`src/rtl/seg7_pkg.sv`:
```
// seg7_pkg: shared types, digit count and active-low hex segment table for the scan controller
package seg7_pkg;
  localparam int DIGITS = 8;
  typedef enum logic {SHOW, BLANK} state_t;
  typedef struct packed {
    logic [31:0] data;
    logic [7:0] dp;
    logic [7:0] en;
  } disp_t;
  localparam logic [6:0] HEX_SEG [16] = '{
    7'h40, 7'h79, 7'h24, 7'h30, 7'h19, 7'h12, 7'h02, 7'h78,
    7'h00, 7'h10, 7'h08, 7'h03, 7'h46, 7'h21, 7'h06, 7'h0E
  };
endpackage

```
`src/rtl/seg7_hex_decoder.sv`:
```
// seg7_hex_decoder: hex nibble to active-low gfedcba segment pattern
module seg7_hex_decoder
  import seg7_pkg::*;
(
  input logic [3:0] nib,
  output logic [6:0] seg
);
  assign seg = HEX_SEG[nib];
endmodule

```
`src/rtl/seg7_scan_controller.sv`:
```
// seg7_scan_controller: 8-digit multiplexed 7-segment scanner with blanking and frame-synchronous double buffering
module seg7_scan_controller
  import seg7_pkg::*;
#(
  parameter int CLK_HZ = 100_000_000,
  parameter int SCAN_HZ = 1000,
  parameter int BLANK_CYCLES = 16
) (
  input logic clk,
  input logic rst_n,
  input logic [31:0] data,
  input logic [7:0] dp_mask,
  input logic [7:0] en_mask,
  input logic load,
  output logic pending,
  output logic load_ack,
  output logic frame_tick,
  output logic [2:0] digit_idx,
  output logic [7:0] seg,
  output logic [7:0] an
);
  localparam int DWELL = CLK_HZ / SCAN_HZ;
  localparam int SHOW_LEN = DWELL - BLANK_CYCLES;
  localparam int CW = DWELL > 1 ? $clog2(DWELL) : 1;
  localparam logic [CW-1:0] SHOW_LAST = CW'(SHOW_LEN - 1);
  localparam logic [CW-1:0] BLANK_LAST = CW'(BLANK_CYCLES - 1);
  if (BLANK_CYCLES >= DWELL) begin : g_bad_blank
    $error("BLANK_CYCLES must be less than DWELL");
  end
  state_t state, state_n;
  logic [CW-1:0] cnt, cnt_n;
  logic [2:0] idx_n;
  disp_t act, act_n, pend, pend_n, live;
  logic last_show, last_blank, slot_end, boundary;
  logic pending_n, ack_n;
  logic [3:0] nib;
  logic [6:0] hex;
  logic [7:0] an_n, seg_n;
  assign live = {data, dp_mask, en_mask};
  always_comb begin
    last_show = state == SHOW && cnt == SHOW_LAST;
    last_blank = state == BLANK && cnt == BLANK_LAST;
    slot_end = BLANK_CYCLES == 0 ? last_show : last_blank;
    boundary = slot_end && digit_idx == 3'(DIGITS - 1);
    state_n = state == SHOW ? ((last_show && BLANK_CYCLES != 0) ? BLANK : SHOW)
                            : (last_blank ? SHOW : BLANK);
    cnt_n = (last_show || last_blank) ? '0 : cnt + 1'b1;
    idx_n = slot_end ? digit_idx + 3'd1 : digit_idx;
    act_n = boundary ? (load ? live : (pending ? pend : act)) : act;
    pend_n = (load && !boundary) ? live : pend;
    pending_n = !boundary && (load || pending);
    ack_n = boundary && (load || pending);
  end
  assign nib = act_n.data[{idx_n, 2'b00} +: 4];
  seg7_hex_decoder u_dec (.nib(nib), .seg(hex));
  always_comb begin
    an_n = state_n == SHOW ? ~(8'(act_n.en[idx_n]) << idx_n) : 8'hFF;
    seg_n = (state_n == SHOW && act_n.en[idx_n]) ? {~act_n.dp[idx_n], hex} : 8'hFF;
  end
  always_ff @(posedge clk or negedge rst_n)
    if (!rst_n) begin
      state <= SHOW;
      cnt <= '0;
      digit_idx <= '0;
      act <= '0;
      pend <= '0;
      pending <= 1'b0;
      load_ack <= 1'b0;
      frame_tick <= 1'b0;
      an <= 8'hFF;
      seg <= 8'hFF;
    end else begin
      state <= state_n;
      cnt <= cnt_n;
      digit_idx <= idx_n;
      act <= act_n;
      pend <= pend_n;
      pending <= pending_n;
      load_ack <= ack_n;
      frame_tick <= boundary;
      an <= an_n;
      seg <= seg_n;
    end
endmodule
```
`config.mk`:
```
export PLATFORM = sky130hd
export DESIGN_NAME = seg7_scan_controller
export DESIGN_NICKNAME = d
export VERILOG_FILES = /design/src/rtl/seg7_pkg.sv /design/src/rtl/seg7_hex_decoder.sv /design/src/rtl/seg7_scan_controller.sv
export SDC_FILE = /design/constraint.sdc
export NUM_CORES = 1
export LEC_CHECK = 0
export CORE_ASPECT_RATIO = 1.2
export CORE_UTILIZATION = 55
export CTS_BUF_LIST = sky130_fd_sc_hd__clkbuf_8
export DETAILED_ROUTE_END_ITERATION = 6
export PLACE_DENSITY_LB_ADDON = 0.2
export SYNTH_ARGS = -nofsm -noshare
export SYNTH_HDL_FRONTEND = slang
export SYNTH_SLANG_ARGS = --single-unit
```
`constraint.sdc`:
```
create_clock -name clk -period 7.45 [get_ports clk]
set_input_delay 1.1175 -clock clk [delete_from_list [all_inputs] [get_ports clk]]
set_output_delay 1.1175 -clock clk [all_outputs]
set_load 0.02 [all_outputs]
```
==> run_results.csv, run 1 <==
group,metric,value,unit
critical_path,crit_end,"seg[3]",
synth,synth-simple-area-share,13.72,%
placement,dpl.hpwl,10.23,mm
routing,routed_wl,15.71,mm
routing,wire_per_inst,18.81,um
finish,drive_gt1_share,17.85,%
timing,fmax,221.0,MHz
synth,syn_inst,609,
synth,synthDistinctLibCells,60,
floorplanning,start_util,56.96,%
finish,seq_area,3423,sq um
synth,yosys_most_used_dff,"dfrtp_1",
pwr,ir_drop,0.0001013,V
critical_path,setup.worst_path.class,"reg2reg",
placement,port_buffers,72,
timing,setup_viol,0,
grt,globalRouteOverflowTotal,0,
critical_path,crit_path_end_kind,"register",
floorplanning,row_count,43,
critical_path,max_stage_delay,980,ps
synth,yosys_warnings,0,
critical_path,r2r_cells,14,
clock_tree,insertion_delay,440,ps
synth,synth_mux_area_share,9.679,%
timing,finalSetupTns,0,ps
floorplanning,die-width,102.1,um
critical_path,setup.worst_path.start_class,"register",
outcome,status,"finished clean",
timing,rsz0062_at_grt,"false",
synth,synth-seq-cells,136,
synth,synth_top_family_by_area,"compound AO/OA/AOI/OAI gates",
timing,max-slew-margin-rel,19.27,%
finish,area_delta_synth_final,16.28,%
synth,syn_avg_cell_area,10.87,sq um
finish,layout_commonest_cell,"dfrtp_1",
clock_tree,cts_buffers,17,
routing,vias,5104,
synth,synth.largest_area_cell,"dfrtp_1",
grt,antenna_found_initial,0,
min_path,hp-class,"reg2reg",
synth,synth_fa_ha_area_share,1.701,%
synth,synth_edf_count,0,
synth,seq_area_frac_synth,51.72,%
timing,min_period,4525,ps
clock_tree,cts_tree,"yes",
timing,period_share,60.74,%
routing,routed_via_density,6.113,
routing,drtIter0Drc,360,
synth,synth_fp_nets,669,
clock_tree,root_buffer,"clkbuf_8",
synth,synth_xor_area_share,2.117,%
floorplanning,fp.dieH,122.2,um
pwr,leakagePower,3.402,nW
clock_tree,ctsHtreeMaxLevel,4,
timing,drv_slew,0,
timing,worst_clock_skew,11.95,ps
floorplanning,core_area,11620,sq um
critical_path,crit-reg2reg-launch,"cnt[5]",
clock_tree,post_cts_resized,0,
placement,gp_congestion,0.8419,
clock_tree,cts_setup_buffers,0,
routing,ant_nets,0,
finish,utilization,66.23,%
synth,synth_area,6619,sq um
grt,grtUsageTotal,27.00,%
finish,fillers,934,
clock_tree,cts_sinks,136,
synth,synth_compound_area_share,16.98,%
pwr,powerDensity,179.0,nW/um^2
finish,mostFrequentLayoutCells,"120 x dfrtp_1, 71 x clkdlybuf4s50_1, 66 x nand2_1",
timing,report.final.hold_viol_count,0,
critical_path,cp_cell_sequence,"or4_1 -> nor3_4 -> and3_1 -> a22oi_1 -> a21oi_1 -> a211oi_1 -> o21ai_1 -> o21ai_1 -> inv_1 -> ha_1 -> inv_1 -> or2_0 -> a21o_1 -> nand3_1",
finish,multiInputGateArea,2940,sq um
timing,worstMarginPinSlew,1207,ps
critical_path,crit_required,7820,ps
critical_path,worstPathArrival,4890,ps
synth,yosys.area.top_type_share,45.37,%
finish,diodes,0,
synth,synthArstFlopShare,100.0,%
routing,drt_pass1_iterations,5,
grt,grt_pass1_wl,25.32,mm
flow_run,cap_violations,0,
clock_tree,cts_hold_buf,0,
finish,nNetsFinal,725,
floorplanning,dieArea,12480,sq um
critical_path,r2r_end,"seg[3]",
critical_path,r2r_slack,2920,ps
routing,drc_errors,0,
grt,grt_max_degree,71,
synth,yosys-top-cells-area,"dfrtp_1 45%, mux2_2 8.2%, dfstp_2 6.4%",
floorplanning,ios,73,
critical_path,cp_slowest_cell,"and3_1",
critical_path,worstPathMaxFanout,27,
grt,grt_pass1_vias,5166,
critical_path,crit_path_start,"cnt[5]",
clock_tree,clockBufferDepth,2,
clock_tree,cts.clk_slew.worst_paths,70,ps
## per-stage QoR
step	instance area [sq um]	instances	power, mW	setup WS, ps	hold WS, ps
after floorplan	6619	609	0.8245	3951	425.1
after global placement	7371	803	0.8787	2905	440.1
after detailed placement	7371	803	0.8829	2696	464.3
after CTS	7696	835	1.389	3058	473.6
after global routing	7696	835	1.431	2709	500.6
final	7696	835	1.377	2925	466.3
## cell families after synthesis
logic type | count (synthesis)
DFF | 136
adders and majority gates | 9
AOI/OAI and AO/OA | 158
xor gates and xnor gates | 16
buffers and inverters | 54
and+or+nand+nor | 178
muxes | 58
## per-layer routing
layer  wire length, um  part of all wire (%)  GRT usage (%)
met2              7943                    51          43.71
met4               329                   2.1          11.52
met5                 0                     0              0
met3               897                   5.7          7.057
met1              6537                    42          34.11
## worst min path at each step
| stage | start | endpoint | cells after the start |
|---|---|---|---|
| 6_report | cnt[0] | cnt[0] | 1 |
| 5_1_grt | cnt[0] | cnt[0] | 1 |
| 4_1_cts | cnt[0] | cnt[0] | 1 |
| 3_5_place_dp | cnt[0] | cnt[0] | 1 |
| 3_3_place_gp | cnt[0] | cnt[0] | 1 |
| 2_1_floorplan | cnt[0] | cnt[0] | 1 |
## sequential cells by signal (all words and copies together), names as in the netlist, 3 cells and up
register,cells
an,8
seg,8
cnt,17
act,48
pend,48
digit_idx,3
## where the power goes
group	internal [mW]	switching, mW	total, mW	leakage [nW]
Sequential	0.765	0.0133	0.778	1.72
Clock	0.244	0.264	0.509	0.202
Combinational	0.0500	0.0407	0.0907	1.48
Total	1.06	0.318	1.38	3.40
## critical path: cells and delay by family, from the launching register on
| kind | cells | cell delay, ps |
|---|---|---|
| and+or+nand+nor | 5 | 2440 |
| DFF | 1 | 420 |
| AOI/OAI and AO/OA | 6 | 1080 |
| adders and majority gates | 1 | 240 |
| buffers and inverters | 2 | 280 |
## cell usage after synthesis, drive strengths merged, types with 16 or more instances
cell / number
a22oi: 30
dfstp: 16
nand2: 69
mux2: 48
o22ai: 20
nor2: 36
nand3: 18
a32oi: 27
a21oi: 29
dfrtp: 120
clkbuf: 16
buf: 24
o21ai: 28
## cell type report
type,instances,area share [%]
clock inverters,12,0.6503
inverters,14,0.7153
multi-input cells,419,38.21
well taps,157,2.552
flip-flops and latches,136,44.48
clock buffers,20,3.577
repair buffers,77,9.820
No activity file was read; power rests on OpenSTA's default activity.
==> run 2, diff against run 1 <==
==> constraint.sdc (replaced) <==
create_clock -name clk -period 4.35 [get_ports clk]
set_input_delay 0.6525 -clock clk [delete_from_list [all_inputs] [get_ports clk]]
set_output_delay 0.6525 -clock clk [all_outputs]
set_load 0.02 [all_outputs]
==> run 2 against run 1 <==
  * Cell count is 0.96% higher
  * Sequential power is 71% higher
  * Clock power is 110% higher
  * Non-clock buffer count is 9 higher
  * Wire length is 1.1% higher
  * Fmax is 12% higher
  * Power is 85% higher
  * Sequential share of layout area is 0.98 points lower
  * First-iteration DRC count is 13% lower
  * Setup slack worse by 2600 ps
  * Register-to-register slack worse by 2600 ps
==> run_results.csv, run 2 (synthesized netlist as in run 1, its figures left out) <==
group,metric,value,unit
timing,period_share,92.85,%
critical_path,cp_slowest_cell,"or4_1",
critical_path,setup.worst_path.start_class,"register",
critical_path,cp.buffers_inverters,2,
finish,area_delta_synth_final,18.88,%
timing,fmax,247.6,MHz
clock_tree,cts_buffers,17,
timing,worst_clock_skew,8.927,ps
timing,worstMarginPinSlew,1028,ps
grt,grtUsageMet2,44.92,%
grt,use_met1,33.68,%
finish,drive_gt1_share,19.68,%
outcome,status,"finished clean",
grt,grt_pass1_wl,25.33,mm
flow_run,cap_violations,0,
pwr,netSwitchingPower,557.7,uW
pwr,clkPwrFrac,41.6,%
pwr,comb_power_share,6.2,%
placement,port_buffers,72,
routing,vias,5171,
clock_tree,ctsHtreeMaxLevel,4,
grt,grtUsageTotal,26.98,%
critical_path,max_stage_delay,680,ps
floorplanning,fp.dieH,122.2,um
timing,setup_viol,0,
critical_path,setup.worst_path.class,"reg2reg",
floorplanning,die-width,102.1,um
timing,min_period,4039,ps
grt,globalRouteOverflowTotal,0,
critical_path,worstPathMaxFanout,11,
clock_tree,clockBufferDepth,2,
clock_tree,cts_hold_buf,0,
clock_tree,cts_setup_buffers,0,
critical_path,r2r_cells,11,
critical_path,r2r_end,"seg[0]",
clock_tree,post_cts_resized,0,
critical_path,crit_required,4700,ps
pwr,ir_drop,0.0002513,V
timing,worst_slack,311.2,ps
grt,grtUsageMet3,5.508,%
critical_path,crit-reg2reg-launch,"cnt[5]",
finish,diodes,0,
grt,grt_max_degree,64,
clock_tree,root_buffer,"clkbuf_8",
min_path,hp-class,"in2async",
pwr,leakagePower,3.468,nW
finish,top_regs,"act: 48 flops, pend: 48 flops, cnt: 17 flops",
floorplanning,start_util,56.96,%
finish,nNetsFinal,734,
floorplanning,dieArea,12480,sq um
timing,finalSetupTns,0,ps
clock_tree,cts.clk_slew.worst_paths,70,ps
critical_path,r2r_slack,310,ps
critical_path,cp_cell_sequence,"or4_1 -> or3_4 -> nor2_4 -> mux2i_1 -> inv_1 -> o21ai_1 -> inv_1 -> ha_1 -> and2_1 -> o21ai_1 -> o2111ai_1",
pwr,p_int,1.997,mW
routing,wire_per_inst,18.83,um
clock_tree,insertion_delay,440,ps
routing,routed_via_density,6.134,
timing,max-slew-margin-rel,31.50,%
clock_tree,cts_sinks,136,
finish,layout_commonest_cell,"dfrtp_1",
grt,grt_pass1_vias,5181,
placement,dpl.hpwl,10.88,mm
floorplanning,core_area,11620,sq um
timing,drv_slew,0,
routing,drtIter0Drc,314,
timing,rsz0062_at_grt,"false",
pwr,netSwitchingFraction,21.83,%
routing,drt_pass1_iterations,5,
grt,grt_busiest_layer,"met2",
finish,mostFrequentLayoutCells,"120 x dfrtp_1, 71 x clkdlybuf4s50_1, 66 x nand2_1",
routing,routed_wl,15.88,mm
floorplanning,row_count,43,
grt,antenna_found_initial,0,
critical_path,worstPathArrival,4390,ps
pwr,power_frac_seq,52.2,%
clock_tree,cts_tree,"yes",
timing,fin_hold_ws,290.5,ps
critical_path,critical-path-top-delay-family,"simple AND/OR/NAND/NOR gates",
critical_path,crit_path_end_kind,"register",
floorplanning,ios,73,
placement,gp_congestion,0.8300,
routing,ant_nets,0,
pwr,powerDensity,324.7,nW/um^2
routing,drc_errors,0,
timing,report.final.hold_viol_count,0,
pwr,power,2.555,mW
placement,place_ws,370.4,ps
run 2: cell count changes in the layout (fill, tap and decap cells not counted):
cell and change:
inv_1 -6, clkinv_2 +1, buf_12 +2, buf_4 +7, clkinvlp_4 +1, bufinv_16 +3
run 2: how the worst max path moves through the flow:
stage                         to  depth (start not counted)  startpoint  slack (ps)
after global placement    seg[0]                         11      cnt[5]         510
after CTS                 seg[0]                         11      cnt[5]         340
after detailed placement  seg[0]                         11      cnt[6]         370
after global routing      seg[3]                         11      cnt[5]          60
final                     seg[0]                         11      cnt[5]         310
after floorplan           seg[0]                         15      cnt[5]         850
run 2: worst reg2reg max path, stage by stage, from the launching register on:
cell and delay, ps:
dfrtp_1 420, or4_1 680, or3_4 490, nor2_4 160, mux2i_1 510, inv_1 340
o21ai_1 540, inv_1 150, ha_1 250, and2_1 160, o21ai_1 140, o2111ai_1 130
run 2: through the flow:
stage | instance area (sq um) | cells | utilization [%]
2_1_floorplan | 6619 | 609 | -
3_3_place_gp | 7463 | 812 | 64.22
3_5_place_dp | 7463 | 812 | 64.22
4_1_cts | 7869 | 843 | 67.71
5_1_grt | 7869 | 843 | 67.71
6_report | 7869 | 843 | 67.71
run 2: power by group through the flow:
stage / combinational, mW / clock, mW / sequential, mW
6_report: 0.158 / 1.06 / 1.33
5_1_grt: 0.171 / 1.14 / 1.34
4_1_cts: 0.160 / 1.08 / 1.33
3_5_place_dp: 0.159 / 0 / 1.35
3_3_place_gp: 0.155 / 0 / 1.35
2_1_floorplan: 0.0649 / 0 / 1.35
run 2: layout make-up:
class / count / area (sq um)
timing repair buffer: 86 / 848.3
multi-input combinational: 419 / 2940
sequential: 136 / 3423
tap: 157 / 196.4
clock inverter: 11 / 130.1
inverter: 14 / 55.05
fill: 937 / 3752
clock buffer: 20 / 275.3
run 2: layer usage:
layer / share of wire, % / vias to the layer above / wire, um
met4: 2.7 / 0 / 432
met5: 0 / - / 0
met1: 42 / 2582 / 6609
met3: 4.9 / 38 / 778
met2: 51 / 173 / 8058
li1: - / 2378 / -
